--- src/rtl/imem_arbiter.sv ---
// Arbiter sharing a single-ported, synchronous-read instruction memory between
// CPU fetch and the loader/debug port, with a bounded loader streak under contention.
module imem_arbiter #(
   parameter int unsigned WORDS    = 256,
   parameter int unsigned AW       = 8,
   parameter int unsigned LOCK_MAX = 4
) (
   input  logic          clk,
   input  logic          reset,
   input  logic          fetch_req,
   input  logic [31:0]   fetch_addr,
   output logic          fetch_gnt,
   output logic          fetch_rvalid,
   output logic [31:0]   fetch_rdata,
   input  logic          ld_req,
   input  logic          ld_we,
   input  logic [31:0]   ld_addr,
   input  logic [31:0]   ld_wdata,
   output logic          ld_gnt,
   output logic          ld_rvalid,
   output logic [31:0]   ld_rdata,
   output logic          mem_en,
   output logic          mem_we,
   output logic [AW-1:0] mem_addr,
   output logic [31:0]   mem_wdata,
   input  logic [31:0]   mem_rdata,
   output logic          cpu_stall
);

   typedef enum logic {
      OWN_LD    = 1'b0,
      OWN_FETCH = 1'b1
   } owner_t;

   localparam logic [3:0]    LOCK_LIM = 4'(LOCK_MAX);
   localparam logic [AW-1:0] IDX_MASK = AW'(WORDS - 1);

   logic [3:0]    streak;
   logic [3:0]    streak_nxt;
   logic          streak_full;
   logic          grant_fetch;
   logic          grant_ld;
   logic          rd_valid;
   owner_t        rd_owner;
   logic [AW-1:0] fetch_idx;
   logic [AW-1:0] ld_idx;
   logic          unused_addr_bits;

   // Byte offset and bits above the array are dropped so accesses wrap.
   assign fetch_idx = fetch_addr[AW+1:2] & IDX_MASK;
   assign ld_idx    = ld_addr[AW+1:2] & IDX_MASK;
   assign unused_addr_bits = ^{fetch_addr[31:AW+2], fetch_addr[1:0],
                               ld_addr[31:AW+2], ld_addr[1:0]};

   assign streak_full = (streak == LOCK_LIM);

   always_comb begin
      grant_fetch = 1'b0;
      grant_ld    = 1'b0;
      if (!reset) begin
         if (fetch_req && (!ld_req || streak_full)) begin
            grant_fetch = 1'b1;
         end else if (ld_req) begin
            grant_ld = 1'b1;
         end
      end
   end

   always_comb begin
      streak_nxt = streak;
      if (!fetch_req || grant_fetch) begin
         streak_nxt = '0;
      end else if (grant_ld && !streak_full) begin
         streak_nxt = streak + 4'd1;
      end
   end

   always_comb begin
      mem_addr  = '0;
      mem_wdata = '0;
      if (grant_fetch) begin
         mem_addr = fetch_idx;
      end else if (grant_ld) begin
         mem_addr  = ld_idx;
         mem_wdata = ld_wdata;
      end
   end

   assign fetch_gnt = grant_fetch;
   assign ld_gnt    = grant_ld;
   assign mem_en    = grant_fetch | grant_ld;
   assign mem_we    = grant_ld & ld_we;
   assign cpu_stall = fetch_req & ~grant_fetch & ~reset;

   always_ff @(posedge clk) begin
      if (reset) begin
         streak   <= '0;
         rd_valid <= 1'b0;
         rd_owner <= OWN_LD;
      end else begin
         streak   <= streak_nxt;
         rd_valid <= grant_fetch | (grant_ld & ~ld_we);
         rd_owner <= grant_fetch ? OWN_FETCH : OWN_LD;
      end
   end

   assign fetch_rvalid = rd_valid & (rd_owner == OWN_FETCH);
   assign ld_rvalid    = rd_valid & (rd_owner == OWN_LD);
   assign fetch_rdata  = fetch_rvalid ? mem_rdata : '0;
   assign ld_rdata     = ld_rvalid ? mem_rdata : '0;

endmodule

--- config.mk ---
export PLATFORM = sky130hd
export DESIGN_NAME = imem_arbiter
export DESIGN_NICKNAME = d
export VERILOG_FILES = /design/src/rtl/imem_arbiter.sv
export SDC_FILE = /design/constraint.sdc
export NUM_CORES = 1
export LEC_CHECK = 0
export ABC_CLOCK_PERIOD_IN_PS = 2050
export CAP_MARGIN = 20
export CORE_AREA = 5 5 92 94
export DETAILED_ROUTE_END_ITERATION = 12
export DIE_AREA = 0 0 97 99
export GPL_ROUTABILITY_DRIVEN = 1
export PLACE_DENSITY = 0.7
export SLEW_MARGIN = 10
export SYNTH_ARGS = -nofsm -noshare
export SYNTH_HDL_FRONTEND = slang
export SYNTH_SLANG_ARGS = --single-unit
export TNS_END_PERCENT = 20
--- constraint.sdc ---
create_clock -name clk -period 2.05 [get_ports clk]
set_input_delay 0.3075 -clock clk [delete_from_list [all_inputs] [get_ports clk]]
set_output_delay 0.3075 -clock clk [all_outputs]
set_load 0.02 [all_outputs]
==> impl_results.html, run 1 <==
<table>
<tr><th>Metric</th><th>Value</th></tr>
<tr><th colspan="2">GRT</th></tr>
<tr><td>Met1 track utilization from global routing</td><td>0.1230</td></tr>
<tr><td>GR Layer Usage met3</td><td>0.06511</td></tr>
<tr><td>Total gr overflow</td><td>0</td></tr>
<tr><td>Met2 Track Usage GR</td><td>0.2521</td></tr>
<tr><td>Vias in the first global route</td><td>1994</td></tr>
<tr><td>Pin count of the biggest net entering global routing</td><td>34</td></tr>
<tr><td>Antenna violations before repair</td><td>0</td></tr>
<tr><td>Busiest grt layer</td><td>met2</td></tr>
<tr><td>GRT Total Usage</td><td>0.1300</td></tr>
<tr><td>Wire length of the first global-routing pass</td><td>10.19 mm</td></tr>
<tr><th colspan="2">Detailed routing</th></tr>
<tr><td>Wire per inst</td><td>15.09 µm</td></tr>
<tr><td>DRC viols</td><td>0</td></tr>
<tr><td>Violation count after the first detailed-routing iteration</td><td>31</td></tr>
<tr><td>Number of search-and-repair iterations in the first detailed-routing pass</td><td>3</td></tr>
<tr><td>Detail-routed via count per cell</td><td>4.071</td></tr>
<tr><td>Via Count</td><td>1840</td></tr>
<tr><td>Number of nets still failing antenna checks after routing</td><td>0</td></tr>
<tr><td>Final wirelength</td><td>6.821 mm</td></tr>
<tr><th colspan="2">Floorplanning</th></tr>
<tr><td>Floorplan die area</td><td>9603 µm²</td></tr>
<tr><td>Row cnt</td><td>32</td></tr>
<tr><td>Die H</td><td>99 µm</td></tr>
<tr><td>Standard cell core area</td><td>7567 µm²</td></tr>
<tr><td>Starting Density</td><td>0.1381</td></tr>
<tr><td>Ports</td><td>244</td></tr>
<tr><td>Horiz. Die Dim</td><td>97 µm</td></tr>
<tr><th colspan="2">Synth</th></tr>
<tr><td>Area fraction of the dominant cell type after synthesis</td><td>0.3952</td></tr>
<tr><td>Most used standard cell by instance count after synthesis</td><td>and2_1</td></tr>
<tr><td>Synth top area cells</td><td>and2_1 40%, and3_1 19%, dfxtp_1 11%</td></tr>
<tr><td>Distinct cell type count of the synthesized netlist</td><td>20</td></tr>
<tr><td>Cell type with the largest total area after synthesis</td><td>and2_1</td></tr>
<tr><td>Cell count after synthesis</td><td>150</td></tr>
<tr><td>Most used standard cells in the synthesized netlist</td><td>66 x and2_1, 32 x and3_1, 10 x clkbuf_1, 8 x a22o_1, 7 x inv_1</td></tr>
<tr><td>Post-synthesis cell area</td><td>1045 µm²</td></tr>
<tr><td>Yosys warnings</td><td>0</td></tr>
<tr><td>Net count after synthesis</td><td>285</td></tr>
<tr><td>FF+latch count, synth</td><td>6</td></tr>
<tr><td>Count of flip-flops with a built-in enable after synthesis</td><td>0</td></tr>
<tr><td>Seq/Total Area, Yosys</td><td>0.1150</td></tr>
<tr><td>Post-synth top flop</td><td>dfxtp_1</td></tr>
<tr><td>Async SR Flop Fraction</td><td>0</td></tr>
<tr><td>Mean Syn Cell Area</td><td>6.965 µm²</td></tr>
<tr><th colspan="2">Final layout</th></tr>
<tr><td>Post-layout nets</td><td>487</td></tr>
<tr><td>Fraction of final layout cells sized beyond drive strength 1</td><td>0.1943</td></tr>
<tr><td>Antenna diode count</td><td>0</td></tr>
<tr><td>Combined flip-flop and latch cell area</td><td>120.1 µm²</td></tr>
<tr><td>Non-filler cells in the finished layout</td><td>452</td></tr>
<tr><td>Layout filler cell count</td><td>737</td></tr>
<tr><td>Combined area of the multi-input logic cells</td><td>904.6 µm²</td></tr>
<tr><td>Signed area change from the synthesized netlist to the final layout</td><td>214.8%</td></tr>
<tr><th colspan="2">Clock tree</th></tr>
<tr><td>Root Driver</td><td>clkbuf_8</td></tr>
<tr><td>Clock tree from TritonCTS</td><td>built</td></tr>
<tr><td>Htree depth</td><td>1</td></tr>
<tr><td>Cts bufs inserted</td><td>3</td></tr>
<tr><td>Sinks on Clock Net</td><td>6</td></tr>
<tr><td>Clock Path Buffers</td><td>2</td></tr>
<tr><td>Clock transition at the registers of the reported paths</td><td>0.04 ns</td></tr>
<tr><td>Clock latency reported for the late side of the worst-skew pair</td><td>0.22 ns</td></tr>
<tr><th colspan="2">Placed design</th></tr>
<tr><td>Number of placed instances with taps included</td><td>445</td></tr>
<tr><td>Placer Congestion</td><td>0.8027</td></tr>
<tr><td>DP Wirelength</td><td>5.502 mm</td></tr>
<tr><td>Port-buffer cells</td><td>195</td></tr>
<tr><th colspan="2">STA</th></tr>
<tr><td>Fin. max-slew vios</td><td>0</td></tr>
<tr><td>Final Setup Violations</td><td>0</td></tr>
<tr><td>Final min period</td><td>1.999 ns</td></tr>
<tr><td>Final Hold Fails</td><td>0</td></tr>
<tr><td>Ratio of final minimum period to clock period</td><td>0.9750</td></tr>
<tr><td>Measured slew at the worst slew-check pin</td><td>0.3890 ns</td></tr>
<tr><td>Max-Slew Margin vs Limit</td><td>0.7406</td></tr>
<tr><td>Setup repair after global routing missed its margin</td><td>no</td></tr>
<tr><td>Fin Clk Skew</td><td>0.0005121 ns</td></tr>
<tr><td>F_max</td><td>500.3 MHz</td></tr>
<tr><th colspan="2">Worst hold path</th></tr>
<tr><td>Tightest Hold Check Type</td><td>flop to flop</td></tr>
<tr><th colspan="2">Status</th></tr>
<tr><td>Outcome</td><td>complete, no violations</td></tr>
<tr><th colspan="2">Setup path</th></tr>
<tr><td>Critical path class</td><td>flop to output port</td></tr>
<tr><td>Type of origin of the critical path</td><td>flop</td></tr>
<tr><td>Peak fanout along the critical path</td><td>33</td></tr>
<tr><td>Data required time at the worst endpoint</td><td>1.74 ns</td></tr>
<tr><td>Crit path capture type</td><td>output port</td></tr>
<tr><td>Data arrival at the endpoint of the critical path</td><td>1.69 ns</td></tr>
<tr><th colspan="2">Power and ir drop</th></tr>
<tr><td>Leakage power figure</td><td>0.001666 µW</td></tr>
<tr><td>Worst voltage drop across the vdd grid</td><td>0.1441 mV</td></tr>
<tr><td>Power density of the placed cells</td><td>254.2 nW/µm²</td></tr>
<tr><td>Total chip power</td><td>836.0 µW</td></tr>
<tr><th colspan="2">Flow run</th></tr>
<tr><td>Max-Cap Viols</td><td>0</td></tr>
</table>
==> worst max-delay path: stages (launching register included) <==
cell and delay [ns]:
dfxtp_1 0.31, nor2b_1 0.22, buf_12 0.19, and2_1 0.13, clkdlybuf4s50_1 0.60
==> flip-flops by register name, indices dropped and copies added (netlist names) <==
| name | cells |
|---|---|
| rd_owner | 1 |
| rd_valid | 1 |
| streak | 4 |
==> timing repair <==
action,4_1_cts,5_1_grt
endpoints found under the setup margin,45,60
resized for setup,129,40
pin swaps,5,2
hold buffers,0,0
buffers inserted,0,1
cloned,3,0
==> final cells by class <==
class / count / share of cell area
tap: 102 / 0.03880
timing repair buffer: 207 / 0.6291
clock buffer: 3 / 0.01255
multi-input combinational: 127 / 0.2750
sequential: 6 / 0.03652
inverter: 7 / 0.007988
==> metal layers <==
layer  up-vias  part of all wire
met5         -                 0
met4         0            0.0092
met3         8              0.12
met2       133              0.52
met1       795              0.35
li1        904                 -
==> worst paths after layout <==
check	start	endpoint	slack [ns]	cells past startpoint
worst max-delay path	rd_valid$_SDFF_PP0_	ld_rdata[9]	0.05	4
worst min-delay path	streak[3]$_SDFFE_PP0P_	streak[3]$_SDFFE_PP0P_	0.53	2
worst max register to register	streak[1]$_SDFFE_PP0P_	rd_valid$_SDFF_PP0_	0.68	7
worst min register to register	streak[3]$_SDFFE_PP0P_	streak[3]$_SDFFE_PP0P_	0.53	2
==> report_power, final <==
group / switching, µW / leakage, µW / total [µW] / internal (µW)
Clock: 49.9 / 0.0000216 / 176 / 126
Sequential: 1.62 / 0.0000489 / 122 / 121
Combinational: 231 / 0.00160 / 538 / 307
Total: 282 / 0.00167 / 836 / 554
==> cell families (layout without fill, tap and decap cells) <==
family | after synthesis | after routing | share of synthesized area
buffers and inverters | 20 | 217 | 0.08145
AND/OR/NAND/NOR | 108 | 108 | 0.6443
flip-flops | 6 | 6 | 0.1150
adder cells (fa/ha/maj) | 2 | 2 | 0.02395
XOR/XNOR | 2 | 2 | 0.01677
AO/OA/AOI/OAI | 12 | 15 | 0.1186
==> through the flow <==
stage	utilization	setup TNS (ns)	hold WS (ns)	worst slack, ns	instance area (µm²)
after floorplan	-	0	0.3803	0.2423	1045
after global placement	0.4193	-15.39	0.4971	-0.4032	3173
after detailed placement	0.4193	-16.08	0.5145	-0.4149	3173
after CTS	0.4306	-0.09795	0.5207	-0.06409	3258
after global routing	0.4347	0	0.5724	0.0006477	3289
final	0.4347	0	0.5327	0.05135	3289
==> cells in the final DEF, fill, tap and decap left out, drive strengths merged, types with 2 or more instances in the layout <==
master,Yosys,routed
clkdlybuf4s50,0,134
and2,66,66
and3,32,32
clkdlybuf4s15,0,26
buf,3,20
dlymetal6s2s,0,16
clkbuf,10,12
a22o,8,8
inv,7,7
nor2,6,6
dfxtp,6,6
o211a,1,4
dlygate4sd2,0,2
a211oi,2,2
ha,2,2
No activity file was read; power rests on OpenSTA's default activity.
==> inputs of run 2 (changes only) <==
--- a/config.mk
+++ b/config.mk
@@ -5,7 +5,6 @@
 export SDC_FILE = /design/constraint.sdc
 export NUM_CORES = 1
 export LEC_CHECK = 0
-export ABC_CLOCK_PERIOD_IN_PS = 2050
 export CAP_MARGIN = 20
 export CORE_AREA = 5 5 92 94
 export DETAILED_ROUTE_END_ITERATION = 12
==> constraint.sdc (replaced) <==
create_clock -name clk -period 2.4 [get_ports clk]
set_input_delay 0.36 -clock clk [delete_from_list [all_inputs] [get_ports clk]]
set_output_delay 0.36 -clock clk [all_outputs]
set_load 0.02 [all_outputs]
==> run 2 against run 1 <==
Effect of this change:
- first-iteration DRC count is 29% lower
- utilization is 1.4 points lower
- register-to-register slack better by 0.27 ns
- sequential cell count stayed put
- count of clock-buffer cells in the layout stayed put
- largest power group unchanged
- sequential share of layout area is 0.12 points higher
- highest routed layer unchanged
- clock skew is 0.0020 ns higher
==> impl_results.html, run 2 (synthesis results as in run 1) <==
<table>
<tr><th>Metric</th><th>Value</th></tr>
<tr><th colspan="2">Placed design</th></tr>
<tr><td>Cell area reported after detailed placement</td><td>3153 µm² (-0.63%)</td></tr>
<tr><td>Port-buffer cells</td><td>195 (unchanged)</td></tr>
<tr><td>Placer Congestion</td><td>0.8127 (+1.2%)</td></tr>
<tr><td>DP Wirelength</td><td>5.432 mm (-1.3%)</td></tr>
<tr><th colspan="2">Clock tree</th></tr>
<tr><td>Clock Path Buffers</td><td>2 (unchanged)</td></tr>
<tr><td>Htree depth</td><td>1 (unchanged)</td></tr>
<tr><td>Clock tree from TritonCTS</td><td>built</td></tr>
<tr><td>Sinks on Clock Net</td><td>6 (unchanged)</td></tr>
<tr><td>Clock transition at the registers of the reported paths</td><td>0.04 ns (about the same)</td></tr>
<tr><td>Hold bufs inserted after CTS</td><td>0 (unchanged)</td></tr>
<tr><td>Cts bufs inserted</td><td>3 (unchanged)</td></tr>
<tr><td>Clock latency reported for the late side of the worst-skew pair</td><td>0.22 ns (about the same)</td></tr>
<tr><td>Root Driver</td><td>clkbuf_8</td></tr>
<tr><td>Setup Buffers After CTS</td><td>0 (unchanged)</td></tr>
<tr><th colspan="2">Detailed routing</th></tr>
<tr><td>Detail-routed via count per cell</td><td>4.067 (-0.10%)</td></tr>
<tr><td>Via Count</td><td>1830 (-0.54%)</td></tr>
<tr><td>Number of search-and-repair iterations in the first detailed-routing pass</td><td>4 (+1)</td></tr>
<tr><td>Wire per inst</td><td>14.18 µm (-6.0%)</td></tr>
<tr><td>Final wirelength</td><td>6.382 mm (-6.4%)</td></tr>
<tr><td>Violation count after the first detailed-routing iteration</td><td>22 (-29%)</td></tr>
<tr><td>Number of nets still failing antenna checks after routing</td><td>0 (unchanged)</td></tr>
<tr><td>DRC viols</td><td>0 (unchanged)</td></tr>
<tr><th colspan="2">Worst hold path</th></tr>
<tr><td>Worst hold endpoint</td><td>streak[0]$_SDFFE_PP0P_</td></tr>
<tr><td>Start point of the worst min-delay path</td><td>streak[0]$_SDFFE_PP0P_</td></tr>
<tr><td>Tightest Hold Check Type</td><td>flop to flop</td></tr>
<tr><td>Number of cells on the worst hold path</td><td>1 (-1)</td></tr>
<tr><th colspan="2">GRT</th></tr>
<tr><td>Vias in the first global route</td><td>1891 (-5.2%)</td></tr>
<tr><td>Pin count of the biggest net entering global routing</td><td>34 (unchanged)</td></tr>
<tr><td>Total gr overflow</td><td>0 (unchanged)</td></tr>
<tr><td>Wire length of the first global-routing pass</td><td>9.770 mm (-4.1%)</td></tr>
<tr><td>GRT Total Usage</td><td>0.1240 (-0.006018)</td></tr>
<tr><td>Antenna violations before repair</td><td>1 (+1)</td></tr>
<tr><th colspan="2">Setup path</th></tr>
<tr><td>Peak fanout along the critical path</td><td>11 (-67%)</td></tr>
<tr><td>Critical path class</td><td>flop to output port</td></tr>
<tr><td>Data required time at the worst endpoint</td><td>2.04 ns (+0.30 ns)</td></tr>
<tr><td>Data arrival at the endpoint of the critical path</td><td>1.90 ns (+0.21 ns)</td></tr>
<tr><td>Reg-to-reg startpoint</td><td>streak[0]$_SDFFE_PP0P_</td></tr>
<tr><td>Type of origin of the critical path</td><td>flop</td></tr>
<tr><td>Capture instance of the worst register-to-register path</td><td>rd_valid$_SDFF_PP0_</td></tr>
<tr><td>Crit path capture type</td><td>output port</td></tr>
<tr><td>Worst reg-to-reg setup slack</td><td>0.95 ns (+0.27 ns)</td></tr>
<tr><td>Worst-case reg-to-reg path depth</td><td>5 (-2)</td></tr>
<tr><th colspan="2">STA</th></tr>
<tr><td>Max-Slew Margin vs Limit</td><td>0.7982 (+0.05759)</td></tr>
<tr><td>Final Hold Fails</td><td>0 (unchanged)</td></tr>
<tr><td>Setup repair after global routing missed its margin</td><td>no</td></tr>
<tr><td>F_max</td><td>443.4 MHz</td></tr>
<tr><td>Measured slew at the worst slew-check pin</td><td>0.3026 ns (-0.08639 ns)</td></tr>
<tr><td>Final Setup Violations</td><td>0 (unchanged)</td></tr>
<tr><td>Worst Hold Slack</td><td>0.4647 ns (-0.06805 ns)</td></tr>
<tr><td>Fin. max-slew vios</td><td>0 (unchanged)</td></tr>
<tr><td>Ratio of final minimum period to clock period</td><td>0.9397</td></tr>
<tr><td>Fin Clk Skew</td><td>0.002526 ns (+0.002014 ns)</td></tr>
<tr><td>Setup TNS</td><td>0 ns (unchanged)</td></tr>
<tr><td>Final min period</td><td>2.255 ns</td></tr>
<tr><th colspan="2">Final layout</th></tr>
<tr><td>Most frequent cells in the layout</td><td>152 x clkdlybuf4s50_1, 66 x and2_1, 39 x dlygate4sd2_1, 32 x and3_1, 9 x buf_4</td></tr>
<tr><td>Post-layout nets</td><td>484 (-0.62%)</td></tr>
<tr><td>Top register by number of flip-flops</td><td>streak</td></tr>
<tr><td>Largest registers</td><td>streak: 4 flops, rd_owner: 1 flops, rd_valid: 1 flops</td></tr>
<tr><td>Layout filler cell count</td><td>752 (+2.0%)</td></tr>
<tr><td>Flip-flop count of the largest register, all copies and words added</td><td>4 (unchanged)</td></tr>
<tr><td>Final instance area</td><td>3181 µm² (-3.3%)</td></tr>
<tr><td>Commonest non-fill, non-tap cell in the layout</td><td>clkdlybuf4s50_1</td></tr>
<tr><td>Signed area change from the synthesized netlist to the final layout</td><td>204.4%</td></tr>
<tr><td>Combined area of the multi-input logic cells</td><td>867.1 µm² (-4.1%)</td></tr>
<tr><td>Fraction of final layout cells sized beyond drive strength 1</td><td>0.05764 (-0.1366)</td></tr>
<tr><td>Combined flip-flop and latch cell area</td><td>120.1 µm² (unchanged)</td></tr>
<tr><th colspan="2">Status</th></tr>
<tr><td>Outcome</td><td>complete, no violations</td></tr>
<tr><th colspan="2">Flow run</th></tr>
<tr><td>Max-Cap Viols</td><td>0 (unchanged)</td></tr>
<tr><th colspan="2">Floorplanning</th></tr>
<tr><td>Ports</td><td>244 (unchanged)</td></tr>
<tr><td>Starting Density</td><td>0.1381 (unchanged)</td></tr>
<tr><td>Row cnt</td><td>32 (unchanged)</td></tr>
<tr><td>Standard cell core area</td><td>7567 µm² (unchanged)</td></tr>
<tr><td>Horiz. Die Dim</td><td>97 µm (unchanged)</td></tr>
<tr><td>Die H</td><td>99 µm (unchanged)</td></tr>
<tr><td>Floorplan die area</td><td>9603 µm² (unchanged)</td></tr>
<tr><th colspan="2">Power and ir drop</th></tr>
<tr><td>Worst voltage drop across the vdd grid</td><td>0.1580 mV (+9.7%)</td></tr>
<tr><td>Power density of the placed cells</td><td>219.1 nW/µm² (-14%)</td></tr>
<tr><td>Total chip power</td><td>696.7 µW (-17%)</td></tr>
<tr><td>Leakage power figure</td><td>0.001525 µW (-8.4%)</td></tr>
</table>
run 2: metrics by stage:
step,setup WS [ns],util,cells
floorplan,0.5398,-,150
global placement,-0.1399,0.4167,444
detailed placement,-0.1698,0.4167,444
CTS,-0.04964,0.4177,448
global route,0.004039,0.4203,450
finish,0.1447,0.4203,450
run 2: worst max-delay path, stage by stage, from the launching register on:
cell             delay, ns
dfxtp_1               0.37
inv_1                 0.06
ha_1                  0.22
nand3b_4              0.15
o211a_4               0.25
clkdlybuf4s50_1       0.63
run 2: how the worst max path moves through the flow:
stage	startpoint	end
after floorplan	streak[0]$_SDFFE_PP0P_	mem_addr[0]
after global placement	fetch_req	mem_we
after detailed placement	fetch_req	mem_wdata[27]
after CTS	streak[0]$_SDFFE_PP0P_	mem_wdata[23]
after global routing	streak[0]$_SDFFE_PP0P_	mem_addr[6]
final	streak[0]$_SDFFE_PP0P_	ld_gnt
run 2: layout make-up:
cell class / count / area share
diodes: 1 / 0.0007868
clock buffers: 3 / 0.01298
inverters: 7 / 0.008261
multi-input cells: 126 / 0.2726
flip-flops and latches: 6 / 0.03777
well taps: 102 / 0.04013
repair buffers: 205 / 0.6275
run 2: per-layer routing:
| layer | wire length (µm) | share of wire | track usage | vias to the layer above |
|---|---|---|---|---|
| met5 | 0 | 0 | 0 | - |
| met2 | 3267 | 0.51 | 0.2378 | 137 |
| li1 | - | - | - | 894 |
| met4 | 81 | 0.013 | 0.02160 | 0 |
| met3 | 833 | 0.13 | 0.06369 | 6 |
| met1 | 2199 | 0.34 | 0.1197 | 793 |
run 2: repair_timing:
action                     CTS  global route
resized for setup           43             4
pin swaps                    0             1
setup endpoints to repair   42             3
gates cloned                 1             1
run 2: where the power goes:
part	switching, µW	internal [µW]	total (µW)
logic	190	253	444
registers	1.54	103	105
clock network	40.9	108	148
total	233	464	697
==> inputs of run 3 (changes only) <==
--- a/config.mk
+++ b/config.mk
@@ -10,7 +10,7 @@
 export DETAILED_ROUTE_END_ITERATION = 12
 export DIE_AREA = 0 0 97 99
 export GPL_ROUTABILITY_DRIVEN = 1
-export PLACE_DENSITY = 0.7
+export PLACE_DENSITY_LB_ADDON = 0.08
 export SLEW_MARGIN = 10
 export SYNTH_ARGS = -nofsm -noshare
 export SYNTH_HDL_FRONTEND = slang
==> run 3 against run 2 <==
Effect of this change:
- maximum frequency about the same
- critical endpoint is now mem_addr[4]
- via count down 3.4%
- register-to-register slack worse by 0.08 ns
- largest cell class unchanged
- routed wire length down 7.7%
==> impl_results.html, run 3 (synthesis results as in run 1) <==
<table>
<tr><th>Metric</th><th>Value</th></tr>
<tr><th colspan="2">Detailed routing</th></tr>
<tr><td>Number of search-and-repair iterations in the first detailed-routing pass</td><td>4 (unchanged)</td></tr>
<tr><td>M1 wire length</td><td>2.230 mm (+1.4%)</td></tr>
<tr><td>Via Count</td><td>1768 (-3.4%)</td></tr>
<tr><td>Wire per inst</td><td>13.12 µm (-7.5%)</td></tr>
<tr><td>Top metal layer carrying routed signals</td><td>met4</td></tr>
<tr><td>Violation count after the first detailed-routing iteration</td><td>16 (-27%)</td></tr>
<tr><td>DRC viols</td><td>0 (unchanged)</td></tr>
<tr><td>Final wirelength</td><td>5.889 mm (-7.7%)</td></tr>
<tr><td>Met2 wire length</td><td>2.713 mm (-17%)</td></tr>
<tr><td>Detail-routed via count per cell</td><td>3.938 (-3.2%)</td></tr>
<tr><td>Wire length on met3</td><td>922 µm (+11%)</td></tr>
<tr><td>Number of nets still failing antenna checks after routing</td><td>0 (unchanged)</td></tr>
<tr><th colspan="2">STA</th></tr>
<tr><td>Setup slack after layout</td><td>0.1448 ns (+0.00009000 ns)</td></tr>
<tr><td>Measured slew at the worst slew-check pin</td><td>0.3521 ns (+0.04950 ns)</td></tr>
<tr><td>Final min period</td><td>2.255 ns (-0.00009000 ns)</td></tr>
<tr><td>Final Hold Fails</td><td>0 (unchanged)</td></tr>
<tr><td>F_max</td><td>443.4 MHz (about the same)</td></tr>
<tr><td>Fin. max-slew vios</td><td>0 (unchanged)</td></tr>
<tr><td>Setup repair after global routing missed its margin</td><td>no</td></tr>
<tr><td>Ratio of final minimum period to clock period</td><td>0.9397 (about the same)</td></tr>
<tr><td>Final Setup Violations</td><td>0 (unchanged)</td></tr>
<tr><td>Worst Hold Slack</td><td>0.5087 ns (+0.04398 ns)</td></tr>
<tr><td>Fin Clk Skew</td><td>0.0007327 ns (-0.001794 ns)</td></tr>
<tr><td>Max-Slew Margin vs Limit</td><td>0.7652 (-0.03300)</td></tr>
<tr><td>Setup TNS</td><td>0 ns (unchanged)</td></tr>
<tr><th colspan="2">Clock tree</th></tr>
<tr><td>Htree depth</td><td>1 (unchanged)</td></tr>
<tr><td>Sinks on Clock Net</td><td>6 (unchanged)</td></tr>
<tr><td>Clock Path Buffers</td><td>2 (unchanged)</td></tr>
<tr><td>Root Driver</td><td>clkbuf_8</td></tr>
<tr><td>Clock latency reported for the late side of the worst-skew pair</td><td>0.22 ns (about the same)</td></tr>
<tr><td>Hold bufs inserted after CTS</td><td>0 (unchanged)</td></tr>
<tr><td>Setup Buffers After CTS</td><td>0 (unchanged)</td></tr>
<tr><td>Clock tree from TritonCTS</td><td>built</td></tr>
<tr><td>Cts bufs inserted</td><td>3 (unchanged)</td></tr>
<tr><td>Clock transition at the registers of the reported paths</td><td>0.03 ns (about the same)</td></tr>
<tr><th colspan="2">Setup path</th></tr>
<tr><td>Data required time at the worst endpoint</td><td>2.04 ns (about the same)</td></tr>
<tr><td>Peak fanout along the critical path</td><td>43 (+32)</td></tr>
<tr><td>Crit path capture type</td><td>output port</td></tr>
<tr><td>Worst-case reg-to-reg path depth</td><td>6 (+1)</td></tr>
<tr><td>Worst path cell trace</td><td>clkdlybuf4s50_1 -&gt; inv_1 -&gt; o211a_4 -&gt; a22o_1 -&gt; dlygate4sd2_1</td></tr>
<tr><td>Data arrival at the endpoint of the critical path</td><td>1.90 ns (about the same)</td></tr>
<tr><td>Type of origin of the critical path</td><td>input pin</td></tr>
<tr><td>Highest-delay cell along the critical path</td><td>clkdlybuf4s50_1</td></tr>
<tr><td>Critical path class</td><td>input pin to output port</td></tr>
<tr><td>Stage delay of the slowest cell on the critical path</td><td>0.42 ns (-0.21 ns)</td></tr>
<tr><th colspan="2">Floorplanning</th></tr>
<tr><td>Horiz. Die Dim</td><td>97 µm (unchanged)</td></tr>
<tr><td>Standard cell core area</td><td>7567 µm² (unchanged)</td></tr>
<tr><td>Die H</td><td>99 µm (unchanged)</td></tr>
<tr><td>Floorplan die area</td><td>9603 µm² (unchanged)</td></tr>
<tr><td>Starting Density</td><td>0.1381 (unchanged)</td></tr>
<tr><td>Row cnt</td><td>32 (unchanged)</td></tr>
<tr><td>Ports</td><td>244 (unchanged)</td></tr>
<tr><th colspan="2">Final layout</th></tr>
<tr><td>Largest registers</td><td>streak: 4 flops, rd_owner: 1 flops, rd_valid: 1 flops</td></tr>
<tr><td>Commonest non-fill, non-tap cell in the layout</td><td>clkdlybuf4s50_1</td></tr>
<tr><td>Most frequent cells in the layout</td><td>152 x clkdlybuf4s50_1, 66 x and2_1, 41 x dlygate4sd2_1, 32 x and3_1, 11 x buf_4</td></tr>
<tr><td>Antenna diode count</td><td>0 (-1)</td></tr>
<tr><td>Flip-flop count of the largest register, all copies and words added</td><td>4 (unchanged)</td></tr>
<tr><td>Post-layout nets</td><td>484 (unchanged)</td></tr>
<tr><td>Non-filler cells in the finished layout</td><td>449 (-0.22%)</td></tr>
<tr><td>Top register by number of flip-flops</td><td>streak</td></tr>
<tr><td>Fraction of final layout cells sized beyond drive strength 1</td><td>0.05476 (-0.002882)</td></tr>
<tr><td>Final instance area</td><td>3161 µm² (-0.63%)</td></tr>
<tr><td>Signed area change from the synthesized netlist to the final layout</td><td>202.5%</td></tr>
<tr><th colspan="2">GRT</th></tr>
<tr><td>Wire length of the first global-routing pass</td><td>9.370 mm (-4.1%)</td></tr>
<tr><td>Pin count of the biggest net entering global routing</td><td>44 (+29%)</td></tr>
<tr><td>Antenna violations before repair</td><td>0 (-1)</td></tr>
<tr><td>GRT Total Usage</td><td>0.1172 (-0.006739)</td></tr>
<tr><td>Total gr overflow</td><td>0 (unchanged)</td></tr>
<tr><td>Vias in the first global route</td><td>1879 (-0.63%)</td></tr>
<tr><th colspan="2">Placed design</th></tr>
<tr><td>DP Wirelength</td><td>5.093 mm (-6.2%)</td></tr>
<tr><td>Placer Congestion</td><td>0.7168 (-12%)</td></tr>
<tr><td>Number of placed instances with taps included</td><td>446 (+0.45%)</td></tr>
<tr><td>Cell area reported after detailed placement</td><td>3168 µm² (+0.48%)</td></tr>
<tr><td>Port-buffer cells</td><td>195 (unchanged)</td></tr>
<tr><td>Post-Place Worst Slack</td><td>-0.1769 ns (-0.007123 ns)</td></tr>
<tr><th colspan="2">Power and ir drop</th></tr>
<tr><td>Power spent charging and discharging nets</td><td>223.3 µW (-4.0%)</td></tr>
<tr><td>Worst voltage drop across the vdd grid</td><td>0.08777 mV (-44%)</td></tr>
<tr><td>Int Power</td><td>462.5 µW (-0.33%)</td></tr>
<tr><td>Power density of the placed cells</td><td>217.0 nW/µm² (-0.95%)</td></tr>
<tr><td>Leakage power figure</td><td>0.001521 µW (-0.30%)</td></tr>
<tr><td>Clock power share</td><td>0.211 (-0.002)</td></tr>
<tr><td>Comb power frac</td><td>0.635 (-0.002)</td></tr>
<tr><td>Sw frac</td><td>0.3256 (-0.008360)</td></tr>
<tr><td>Part of the power in registers</td><td>0.154 (+0.004)</td></tr>
<tr><th colspan="2">Status</th></tr>
<tr><td>Outcome</td><td>complete, no violations</td></tr>
<tr><th colspan="2">Worst hold path</th></tr>
<tr><td>Number of cells on the worst hold path</td><td>2 (+1)</td></tr>
<tr><td>Tightest Hold Check Type</td><td>flop to flop</td></tr>
<tr><th colspan="2">Flow run</th></tr>
<tr><td>Max-Cap Viols</td><td>0 (unchanged)</td></tr>
</table>
run 3: worst max-delay path, delay by kind of cell:
family	cells	cell delay (ns)
AO/OA/AOI/OAI	2	0.61
buffers and inverters	3	0.90
run 3: path summary, 6_finish.rpt:
check	start	to	slack, ns
setup reg to reg	streak[1]$_SDFFE_PP0P_	rd_valid$_SDFF_PP0_	0.87
hold / removal	streak[3]$_SDFFE_PP0P_	streak[3]$_SDFFE_PP0P_	0.51
setup / recovery	fetch_req	mem_addr[4]	0.14
hold reg to reg	streak[3]$_SDFFE_PP0P_	streak[3]$_SDFFE_PP0P_	0.51
run 3: what timing repair did:
item	4_1_cts	5_1_grt
endpoints found under the setup margin	42	2
resized for setup	42	2
hold endpoints to repair	0	0
gates cloned	0	0
run 3: layout make-up:
type / instances / area (µm²)
sequential: 6 / 120.1
tap: 102 / 127.6
inverter: 7 / 26.28
multi-input combinational: 124 / 839.6
fill: 750 / 4407
clock buffer: 3 / 41.29
timing repair buffer: 207 / 2006
run 3: power by group through the flow:
| stage | combinational (µW) | sequential, µW | clock, µW |
|---|---|---|---|
| after floorplan | 167 | 107 | 0 |
| after global placement | 466 | 107 | 0 |
| after detailed placement | 465 | 107 | 0 |
| after CTS | 443 | 106 | 152 |
| after global routing | 468 | 106 | 162 |
| final | 435 | 105 | 145 |
run 3: layer usage:
layer,track usage,up-vias
li1,-,891
met1,0.1240,735
met2,0.2049,140
met3,0.06723,2
met4,0.02268,0
met5,0,-
run 3: through the flow:
step	utilization	total power [µW]
after floorplan	-	274.5
after global placement	0.4187	572.5
after detailed placement	0.4187	571.7
after CTS	0.4172	700.1
after global routing	0.4177	736.4
final	0.4177	685.8
